--- src/rtl/host_tx_descriptor_arbiter.sv ---
// Weighted round-robin arbiter sharing the host-tx descriptor path between the HCP and network ports.
// Optional statistics outputs are built when TX_ARB_STATS_EN is defined.
module host_tx_descriptor_arbiter #(
  parameter int FIFO_DEPTH = 4,
  parameter int WEIGHT_W   = 4
) (
  input  logic                i_clk,
  input  logic                i_rst,
  input  logic [47:0]         iv_tsntag_hcp,
  input  logic [8:0]          iv_bufid_hcp,
  input  logic                i_inverse_map_lookup_flag_hcp,
  input  logic                i_descriptor_wr_hcp,
  output logic                o_descriptor_ack_hcp,
  input  logic [47:0]         iv_tsntag_network,
  input  logic [8:0]          iv_bufid_network,
  input  logic                i_inverse_map_lookup_flag_network,
  input  logic                i_descriptor_wr_network,
  output logic                o_descriptor_ack_network,
  input  logic [WEIGHT_W-1:0] iv_weight_hcp,
  input  logic [WEIGHT_W-1:0] iv_weight_network,
  output logic [23:0]         ov_descriptor,
  output logic                o_descriptor_wr,
  input  logic                i_descriptor_ready,
  output logic [1:0]          ov_arb_state
`ifdef TX_ARB_STATS_EN
  ,
  output logic [15:0]         ov_grant_cnt_hcp,
  output logic [15:0]         ov_grant_cnt_network,
  output logic                o_fifo_full_pulse_hcp,
  output logic                o_fifo_full_pulse_network
`endif
);

  // Handshakes: a source holds wr (level) until it sees the one-cycle ack, which
  // follows the capture edge; downstream takes a descriptor on any cycle where
  // o_descriptor_wr is high, and a grant is only made while i_descriptor_ready=1.
  localparam int AW = (FIFO_DEPTH > 1) ? $clog2(FIFO_DEPTH) : 1;

  typedef enum logic [1:0] {
    IDLE      = 2'd0,
    SERVE_HCP = 2'd1,
    SERVE_NET = 2'd2
  } arb_state_e;

  // Index 0 is the HCP source, index 1 the network source.
  logic [23:0]         in_desc [2];
  logic [1:0]          req, full, empty, push, pop;
  logic [1:0]          ack_q, ack_d;
  logic [AW:0]         cnt_q [2], cnt_d [2];
  logic [AW-1:0]       wr_ptr_q [2], wr_ptr_d [2];
  logic [AW-1:0]       rd_ptr_q [2], rd_ptr_d [2];
  logic [23:0]         mem_q [2][FIFO_DEPTH], mem_d [2][FIFO_DEPTH];
  arb_state_e          state_q, state_d;
  logic [WEIGHT_W-1:0] credit_q, credit_d;
  logic [WEIGHT_W:0]   eff_w [2];
  logic [WEIGHT_W:0]   credit_inc;
  logic [23:0]         desc_q, desc_d;
  logic                dwr_q, dwr_d;
  logic                cur, oth, turn_end;
  logic                unused_tag_bits;

  assign unused_tag_bits = ^{iv_tsntag_hcp[33:0], iv_tsntag_network[33:0]};

  always_comb begin
    in_desc[0] = {i_inverse_map_lookup_flag_hcp, iv_tsntag_hcp[47:34], iv_bufid_hcp};
    in_desc[1] = {i_inverse_map_lookup_flag_network, iv_tsntag_network[47:34], iv_bufid_network};
    req = {i_descriptor_wr_network, i_descriptor_wr_hcp};
    full = '0;
    empty = '0;
    push = '0;
    for (int s = 0; s < 2; s++) begin
      full[s]  = (cnt_q[s] == (AW+1)'(FIFO_DEPTH));
      empty[s] = (cnt_q[s] == '0);
      push[s]  = req[s] & ~full[s] & ~ack_q[s];
    end
    ack_d = push;
  end

  always_comb begin
    eff_w[0]   = (iv_weight_hcp == '0) ? (WEIGHT_W+1)'(1) : {1'b0, iv_weight_hcp};
    eff_w[1]   = (iv_weight_network == '0) ? (WEIGHT_W+1)'(1) : {1'b0, iv_weight_network};
    state_d    = state_q;
    credit_d   = credit_q;
    desc_d     = desc_q;
    dwr_d      = 1'b0;
    pop        = '0;
    turn_end   = 1'b0;
    cur        = (state_q == SERVE_NET);
    oth        = ~cur;
    credit_inc = {1'b0, credit_q} + (WEIGHT_W+1)'(1);
    case (state_q)
      IDLE: begin
        credit_d = '0;
        if (!empty[1])      state_d = SERVE_NET;
        else if (!empty[0]) state_d = SERVE_HCP;
      end
      SERVE_HCP, SERVE_NET: begin
        if (i_descriptor_ready) begin
          if (!empty[cur]) begin
            pop[cur] = 1'b1;
            desc_d   = mem_q[cur][rd_ptr_q[cur]];
            dwr_d    = 1'b1;
            credit_d = credit_inc[WEIGHT_W-1:0];
            // >= keeps the turn bounded if the weight drops mid-turn
            turn_end = (credit_inc >= eff_w[cur]);
          end else begin
            turn_end = 1'b1;
          end
          if (turn_end) begin
            credit_d = '0;
            if (!empty[oth])      state_d = oth ? SERVE_NET : SERVE_HCP;
            else if (!empty[cur]) state_d = state_q;
            else                  state_d = IDLE;
          end
        end
      end
      default: begin
        state_d  = IDLE;
        credit_d = '0;
      end
    endcase
  end

  always_comb begin
    for (int s = 0; s < 2; s++) begin
      for (int i = 0; i < FIFO_DEPTH; i++) mem_d[s][i] = mem_q[s][i];
      if (push[s]) mem_d[s][wr_ptr_q[s]] = in_desc[s];
      wr_ptr_d[s] = wr_ptr_q[s] + AW'(push[s]);
      rd_ptr_d[s] = rd_ptr_q[s] + AW'(pop[s]);
      case ({push[s], pop[s]})
        2'b10:   cnt_d[s] = cnt_q[s] + (AW+1)'(1);
        2'b01:   cnt_d[s] = cnt_q[s] - (AW+1)'(1);
        default: cnt_d[s] = cnt_q[s];
      endcase
    end
  end

  always_ff @(posedge i_clk) begin
    if (i_rst) begin
      state_q  <= IDLE;
      credit_q <= '0;
      desc_q   <= '0;
      dwr_q    <= 1'b0;
      ack_q    <= '0;
      for (int s = 0; s < 2; s++) begin
        cnt_q[s]    <= '0;
        wr_ptr_q[s] <= '0;
        rd_ptr_q[s] <= '0;
      end
    end else begin
      state_q  <= state_d;
      credit_q <= credit_d;
      desc_q   <= desc_d;
      dwr_q    <= dwr_d;
      ack_q    <= ack_d;
      for (int s = 0; s < 2; s++) begin
        cnt_q[s]    <= cnt_d[s];
        wr_ptr_q[s] <= wr_ptr_d[s];
        rd_ptr_q[s] <= rd_ptr_d[s];
        for (int i = 0; i < FIFO_DEPTH; i++) mem_q[s][i] <= mem_d[s][i];
      end
    end
  end

  assign o_descriptor_ack_hcp     = ack_q[0];
  assign o_descriptor_ack_network = ack_q[1];
  assign ov_descriptor            = desc_q;
  assign o_descriptor_wr          = dwr_q;
  assign ov_arb_state             = state_q;

`ifdef TX_ARB_STATS_EN
  logic [15:0] gcnt_q [2], gcnt_d [2];
  logic [1:0]  fpulse_q, fpulse_d;

  always_comb begin
    fpulse_d = '0;
    for (int s = 0; s < 2; s++) begin
      gcnt_d[s]   = gcnt_q[s] + 16'(pop[s]);
      fpulse_d[s] = req[s] & full[s] & ~ack_q[s];
    end
  end

  always_ff @(posedge i_clk) begin
    if (i_rst) begin
      gcnt_q[0] <= '0;
      gcnt_q[1] <= '0;
      fpulse_q  <= '0;
    end else begin
      gcnt_q[0] <= gcnt_d[0];
      gcnt_q[1] <= gcnt_d[1];
      fpulse_q  <= fpulse_d;
    end
  end

  assign ov_grant_cnt_hcp          = gcnt_q[0];
  assign ov_grant_cnt_network      = gcnt_q[1];
  assign o_fifo_full_pulse_hcp     = fpulse_q[0];
  assign o_fifo_full_pulse_network = fpulse_q[1];
`endif

endmodule

--- config.mk ---
export PLATFORM = sky130hd
export DESIGN_NAME = host_tx_descriptor_arbiter
export DESIGN_NICKNAME = d
export VERILOG_FILES = /design/src/rtl/host_tx_descriptor_arbiter.sv
export SDC_FILE = /design/constraint.sdc
export NUM_CORES = 1
export LEC_CHECK = 0
export BUFFER_PORTS_ARGS = -buffer_cell sky130_fd_sc_hd__buf_2
export CAP_MARGIN = 15
export CORE_MARGIN = 4
export CORE_UTILIZATION = 40
export CTS_BUF_LIST = sky130_fd_sc_hd__clkbuf_8
export DETAILED_ROUTE_END_ITERATION = 8
export GPL_ROUTABILITY_DRIVEN = 1
export PLACE_DENSITY = 0.69
export SETUP_SLACK_MARGIN = 0.2
export SLEW_MARGIN = 25
export SYNTH_ARGS = -nofsm -noshare
export SYNTH_HDL_FRONTEND = slang
export SYNTH_SLANG_ARGS = --single-unit
--- constraint.sdc ---
create_clock -name i_clk -period 4.9 [get_ports i_clk]
set_input_delay 0.735 -clock i_clk [delete_from_list [all_inputs] [get_ports i_clk]]
set_output_delay 0.735 -clock i_clk [all_outputs]
set_load 0.03 [all_outputs]
; ---- After elaboration in Yosys (flattened, before gate mapping)
; Memory sizes are Yosys's and may differ from the RTL's.
; Cells that the tools add are included.
[word_totals]
reg_bits = 33
ramBits = 206
output_inout_bits = 29
memories = 4
[op_classes]
addsub = 9
order_cmp = 10
n_eq_ne = 13
mux = 50
bitwise = 22
reduce_logical = 14
[memory_table]
columns = name, words, word_bits, read_ports, rd_ports_with_merged_regs, write_ports, line
row1 = mem_q, 2, 96, 3, 0, 2, 52  ; logic [23:0] mem_q [2][FIFO_DEPTH], mem_d [2][FIFO_DEPTH];
row2 = cnt_q, 2, 3, 2, 0, 2, 49  ; logic [AW:0] cnt_q [2], cnt_d [2];
row3 = rd_ptr_q, 2, 2, 3, 0, 2, 51  ; logic [AW-1:0] rd_ptr_q [2], rd_ptr_d [2];
row4 = wr_ptr_q, 2, 2, 2, 0, 2, 50  ; logic [AW-1:0] wr_ptr_q [2], wr_ptr_d [2];
[op_table]
columns = op, n
row1 = bitwise mux 96 bit, 2
row2 = two-way mux 96 bit, 2
row3 = demux 24 bit (select 2 bit), 2
row4 = two-way mux 24 bit, 4
row5 = binary-select mux 24 bit (select 2 bit), 1
row6 = two-way mux 2 bit, 14
row7 = two-way mux 4 bit, 5
row8 = two-way mux 1 bit, 12
row9 = case mux 3 bit (2 select lines), 2
row10 = two-way mux 5 bit, 2
row11 = greater-or-equal comparator 3 bit (second input constant), 3
row12 = NOT 2 -> 3 bit, 3
row13 = adder 2 x 1 -> 2 bit, 4
row14 = logical NOT 4 bit, 2
row15 = NOT 1 bit, 8
row16 = adder 3 x 1 -> 3 bit (second input constant), 2
row17 = == test 2 x 1 -> 1 bit (second input constant), 3
row18 = == test 2 bit (second input constant), 3
row19 = == test 3 bit (second input constant), 2
row20 = logical NOT 3 bit, 2
row21 = < comparator 3 x 1 -> 1 bit (second input constant), 2
row22 = two-way mux 3 bit, 2
row23 = != test 3 bit (second input constant), 2
row24 = bitwise OR 1 bit, 6
row25 = other kinds (19), 28

; ---- Longest topological paths before layout
; Gate-level depths: netlist of the first run.
[logic_depth]
ltp_word = 12
depth_mapped = 11

; ---- Worst setup path before layout of the first run
; No wires, ideal clock.
[synth_timing]
path_type = input -> register
from = input i_rst
to = memory mem_q[0][72] (netlist name) (enable)
setup_time_ps = 466
arrival_time_ps = 3572
required_ps = 4434
slack_ps = 862
path_stages = 3
path_buffers = 2
cell_sequence = clkbuf_1 clkbuf_1 nor4_1
[synth_lines]
columns = item, line
row1 = start: declaration, 8  ; input logic i_rst,
row2 = end: declaration, 52

; ---- Worst setup path after layout of the first run
[layout_timing]
from = register state_q[0], in the netlist ov_arb_state[0]
to = register state_q[0], in the netlist ov_arb_state[0]
[layout_between]
elab_chain_cells = 11
[layout_lines]
columns = item, line
row1 = start: declaration, 53  ; arb_state_e state_q, state_d;
row2 = start signal: assignment, 151  ; state_q <= state_d;
row3 = == test 2 bit, "88, 91"
row4 = NOT 1 -> 2 bit (not written as such), 105  ; turn_end = (credit_inc >= eff_w[cur]);
row5 = two-way mux 4 bit (not written as such), 105
row6 = two-way mux 5 bit (not written as such) (2 in a row), 105
row7 = greater-or-equal comparator 5 bit, 105
row8 = two-way mux 1 bit, 99  ; if (!empty[cur]) begin
row9 = two-way mux 1 bit, 98  ; if (i_descriptor_ready) begin
row10 = two-way mux 1 bit, 91  ; case (state_q)
row11 = != test 2 bit (no line), n/a
row12 = AND reduction 4 bit (no line), n/a
; Several ways; a longest one is shown, not always the timed one. The select of a mux whose other input is x is not followed.
; A chain may end at the register's enable or synchronous reset.

==> results of run 1 <==
[Yosys cell counts (all sizes together) (2+ instances only)]
master  instances
a21oi           9
a22oi          25
a311oi          2
a31oi           3
and3            3
buf            12
clkbuf         10
dfxtp          47
edfxtp        192
fa              2
ha             14
inv            13
mux2i           5
mux4           48
nand2          54
nand2b          7
nand3           4
nand3b          2
nor2           17
nor2b           6
nor3            9
nor4            3
o211ai          3
o21ai           2
or3             4
or4             2
xnor2           5
xor2            5
[metrics by stage]
step	cell area [sq um]	utilization (%)
3_5_place_dp	10040	44.34
4_1_cts	10860	47.99
6_report	10870	48.01
5_1_grt	10870	48.01
2_1_floorplan	9216	-
3_3_place_gp	10040	44.34
[worst max-delay path, delay by kind of cell, from the launching register on]
kind | cells | cell delay (ns)
AO/OA/AOI/OAI | 3 | 0.84
adder cells (fa/ha/maj) | 2 | 0.93
multiplexers | 1 | 0.31
AND/OR/NAND/NOR | 3 | 0.46
buffers and inverters | 2 | 0.36
flip-flops | 1 | 0.33
[where the power goes]
part / switching (mW) / internal (mW)
sequential: 0.0636 / 2.28
combinational: 0.302 / 0.218
clock: 0.756 / 1.00
total: 1.12 / 3.50
[layout make-up]
cell class,instances,share of cell area (%)
sequential,239,61.77
multi-input combinational,241,22.25
clock buffer,48,6.078
timing repair buffer,97,4.651
tap,285,3.281
clock inverter,25,1.520
inverter,13,0.4489
[worst paths after layout]
| kind | from | endpoint | slack, ns | cells after the start |
|---|---|---|---|---|
| max reg2reg | ov_arb_state[0]$_SDFFE_PP0P_ | ov_arb_state[0]$_SDFFE_PP0P_ | 1.55 | 11 |
| max | ov_arb_state[0]$_SDFFE_PP0P_ | ov_arb_state[0]$_SDFFE_PP0P_ | 1.55 | 11 |
| min | iv_bufid_hcp[2] | mem_q[0][2]$_DFFE_PP_ | 0.42 | 1 |
| min reg2reg | ov_descriptor[8]$_SDFFE_PP0P_ | ov_descriptor[8]$_SDFFE_PP0P_ | 0.43 | 2 |
[metal layers]
| layer | track usage (%) | routed length, um | vias up |
|---|---|---|---|
| met2 | 25.74 | 9718 | 128 |
| met5 | 0 | 28 | - |
| met4 | 4.185 | 374 | 6 |
| li1 | - | - | 2267 |
| met3 | 4.026 | 1043 | 37 |
| met1 | 18.39 | 7770 | 2465 |
[cells by family (layout without fill, tap and decap cells)]
kind of cell,count (synthesis),after routing,synth area share (%)
buffers and inverters,35,183,1.738
adder cells (fa/ha/maj),16,16,2.335
flip-flops,239,239,72.77
AO/OA/AOI/OAI,48,48,4.005
AND/OR/NAND/NOR,113,113,5.770
multiplexers,54,54,12.44
XOR/XNOR,10,10,0.9503
[flip-flops by register name, summed over array words and instances, names as in the netlist]
signal	cells
o_descriptor_wr	1
mem_q	192
credit_q	4
ov_arb_state	2
ack_q	2
wr_ptr_q	4
rd_ptr_q	4
cnt_q	6
ov_descriptor	24
==> impl_metrics.yaml, run 1 <==
status:
  status: "complete, no violations"
floorplan:
  std_cell_rows: 55
  die-height_um: 159.8
  die-area_sq_um: 25530
  io_pins: 158
  die-width_um: 159.8
  start_util_pct: 40.71
  coreArea_sq_um: 22640
sta:
  hold_viol: 0
  setup_ws_ns: 1.553
  clock.fmax_mhz: 298.8
  grt_setup_unrepaired: "no"
  hold_slack_ns: 0.4164
  period_needed_ns: 3.347
  tns_ns: 0
  worst_clock_skew_ns: 0.02196
  max_slew_margin_pct: 31.82
  period_share_pct: 68.30
  setup_viol: 0
  worst_pin_slew_ns: 1.001
  maxSlewViolCount: 0
global_route:
  grt_usage_pct: 14.83
  grt_pass1_wl_um: 29570
  grt_max_degree: 28
  gr-total-overflow: 0
  antenna_found_initial: 3
  grt_pass1_vias: 5394
critical_path:
  criticalPathCategory: "reg -> reg"
  worst_ep_arrival_time_ns: 3.75
  cp.required_ns: 5.30
  crit_path_end_kind: "flop"
  cp_slowest_cell: "ha_1"
  cpPeakStageDelay_ns: 0.67
  crit_fanout: 13
  startpoint_type: "flop"
  crit_path_cell_trace: "inv_1 -> ha_1 -> inv_1 -> nor3_1 -> nor2_1 -> ha_1 -> nand2b_1 -> a211o_1 -> a21oi_2 -> o22a_1 -> mux2_4"
cells_and_area:
  area_growth_syn_to_layout_pct: 17.93
  layout_common_cells: "192 x edfxtp_1, 89 x buf_2, 54 x nand2_1"
  multi_input_area_sq_um: 2419
  drive_gt1_share_pct: 32.73
  regArea_sq_um: 6714
  diodes: 0
  layout.nets: 777
  fin_cells: 948
  fillCellCount: 1913
  final_common_cell: "edfxtp_1"
clock_tree:
  cts.sinks: 239
  htree_levels: 2
  cts_tree: "done"
  worst_skew_pair.late_latency_ns: 0.54
  cts.repair.resized: 0
  cts_hold_buf: 0
  clock-root-buffer: "clkbuf_8"
  cts_setup_buffers: 0
  clockBufferDepth: 3
  cts_buffers: 40
  clkSlewWorstSetupHoldPaths_ns: 0.06
yosys:
  syn-cell-area_sq_um: 9216
  ys_warn_count: 0
  synth_edf_count: 192
  yosysTopAreaCell: "edfxtp_1"
  yosys_register_bits: 239
  syn_area_per_cell_sq_um: 17.90
  ys_top_cells_by_area: "edfxtp_1 63%, mux4_2 12%, dfxtp_1 10%"
  synth_ff_type: "edfxtp_1"
  ys_seq_area_share_pct: 72.77
  synthArstFlopShare_pct: 0
  ys_types: 43
  syn_nets: 660
  syn_inst: 515
  yosys.area.top_type_share_pct: 62.56
detailed_routing:
  wl_per_cell_um: 19.97
  vias_per_cell: 5.172
  wl_um: 18940
  drt-initial-drc-count: 263
  vias: 4903
  dr.pass1.iters: 4
  remaining_drc_errors: 0
  drt.antenna.violating_nets: 0
pwr:
  p_per_area_nw_per_um2: 425.0
  p_leak_nw: 3.909
  total_power_mw: 4.619
  ir_drop_v: 0.0002376
run:
  maxCapViolations: 0
placement:
  dpl_worst_slack_ns: 1.571
  routabilityCongestion: 0.7694
  hpwl_um: 11750
  port_buffers: 89
  place_inst: 875
worst_hold_path:
  hold_class: "in -> reg"
(Power assumes the default switching activity.)
==> inputs of run 2 (changes only) <==
Clock period 4.9 ns to 3.5 ns, I/O delays scaled along.
==> impl_metrics.yaml, run 2 (synthesis results as in run 1) <==
pwr:
  total_power_mw: 6.209
  p_per_area_nw_per_um2: 574.4
  swShare_pct: 24.91
  ir_drop_v: 0.0003468
  p_int_mw: 4.662
  p_sw_mw: 1.547
  p_seq_share_pct: 52.8
  clkPwrFrac_pct: 35.5
  p_comb_share_pct: 11.7
  p_leak_nw: 3.896
clock_tree:
  cts_setup_buffers: 0
  worst_skew_pair.late_latency_ns: 0.52
  cts.repair.resized: 0
  cts.sinks: 239
  clkSlewWorstSetupHoldPaths_ns: 0.06
  cts_buffers: 39
  clockBufferDepth: 3
  clock-root-buffer: "clkbuf_8"
  cts_tree: "done"
  cts_hold_buf: 0
  htree_levels: 2
global_route:
  grt_pass1_wl_um: 29310
  grt_usage_pct: 14.68
  grt_pass1_vias: 5326
  grt_max_degree: 49
  antenna_found_initial: 3
  gr-total-overflow: 0
cells_and_area:
  layout.nets: 781
  largest_reg_flops: 192
  drive_gt1_share_pct: 32.83
  design_area_sq_um: 10810
  fillCellCount: 1937
  final_common_cell: "edfxtp_1"
  area_growth_syn_to_layout_pct: 17.30
  utilization_pct: 47.75
  layout_common_cells: "192 x edfxtp_1, 89 x buf_2, 54 x nand2_1"
  regMostFlops: "mem_q"
critical_path:
  r2r_start: "ov_arb_state[0]$_SDFFE_PP0P_"
  crit_start: "ov_arb_state[0]$_SDFFE_PP0P_"
  crit_fanout: 6
  cp.required_ns: 3.91
  crit_path_end_kind: "flop"
  worst_ep_arrival_time_ns: 3.25
  startpoint_type: "flop"
  criticalPathCategory: "reg -> reg"
floorplan:
  io_pins: 158
  start_util_pct: 40.71
  die-width_um: 159.8
  std_cell_rows: 55
  die-height_um: 159.8
  die-area_sq_um: 25530
  coreArea_sq_um: 22640
detailed_routing:
  dr.pass1.iters: 5
  route.top_layer_used: "met5"
  remaining_drc_errors: 0
  wl_met1_um: 7864
  wl_per_cell_um: 19.39
  dr_wl_met2_um: 9374
  vias_per_cell: 5.174
  dr_wl_met3_um: 874
  vias: 4931
  wl_um: 18480
  drt.antenna.violating_nets: 0
  drt-initial-drc-count: 265
sta:
  setup_viol: 0
  period_needed_ns: 2.834
  max_slew_margin_pct: 37.76
  hold_viol: 0
  grt_setup_unrepaired: "no"
  setup_ws_ns: 0.6659
  clock.fmax_mhz: 352.8
  maxSlewViolCount: 0
  period_share_pct: 80.97
  hold_slack_ns: 0.2188
  worst_clock_skew_ns: 0.01486
  worst_pin_slew_ns: 0.9336
worst_hold_path:
  hold_class: "in -> reg"
  holdCritStartpoint: "iv_bufid_network[3]"
placement:
  dpl_worst_slack_ns: 0.6781
  dpl_cell_area_sq_um: 10080
  hpwl_um: 11480
  routabilityCongestion: 0.7556
  port_buffers: 89
run:
  maxCapViolations: 0
status:
  status: "complete, no violations"
[run 2: cell count changes in the layout (fill, tap and decap cells not counted), sizes merged]
cell | previous run | this run
clkbuf | 48 | 44
inv | 29 | 30
clkinv | 6 | 9
clkinvlp | 1 | 2
bufinv | 2 | 0
buf | 97 | 102
diode | 0 | 1
[run 2: power groups by stage]
stage / clock network (mW) / logic (mW) / registers [mW]
after CTS: 2.29 / 0.736 / 3.28
after global routing: 2.41 / 0.800 / 3.30
after detailed placement: 0 / 0.732 / 3.34
after floorplan: 0 / 0.476 / 3.37
final: 2.20 / 0.729 / 3.28
after global placement: 0 / 0.707 / 3.33
[run 2: critical path, stage by stage (launching register included)]
cell and delay [ns]:
dfxtp_1 0.33, inv_1 0.10, ha_1 0.33, inv_1 0.15, nor3_1 0.20, nor2_1 0.08
ha_1 0.26, nand2b_1 0.14, a211o_1 0.30, a21oi_2 0.28, o22a_1 0.26, mux2_4 0.31
[run 2: path summary, 6_finish.rpt]
check                                   to  slack, ns  depth (start not counted)
max reg2reg   ov_arb_state[0]$_SDFFE_PP0P_       0.67                         11
min reg2reg  ov_descriptor[5]$_SDFFE_PP0P_       0.43                          2
max           ov_arb_state[0]$_SDFFE_PP0P_       0.67                         11
min                 mem_q[1][75]$_DFFE_PP_       0.22                          1
[run 2: layer usage]
metal | vias up | GRT usage [%]
met5 | - | 0
met4 | 4 | 5.201
met3 | 31 | 3.535
met2 | 125 | 25.27
met1 | 2498 | 18.21
li1 | 2273 | -
[run 2: final cells by class]
class | instances | area [sq um] | share of cell area, %
timing repair buffer | 102 | 543.0 | 5.023
sequential | 239 | 6711 | 62.08
multi-input combinational | 241 | 2419 | 22.37
clock buffer | 44 | 605.6 | 5.602
tap | 285 | 356.6 | 3.299
inverter | 13 | 48.80 | 0.4514
clock inverter | 28 | 123.9 | 1.146
antenna | 1 | 2.502 | 0.02315
[run 2: per-stage QoR]
step,setup TNS (ns),instances
2_1_floorplan,-15.75,515
5_1_grt,0,953
3_3_place_gp,0,880
3_5_place_dp,0,880
6_report,0,953
4_1_cts,0,952
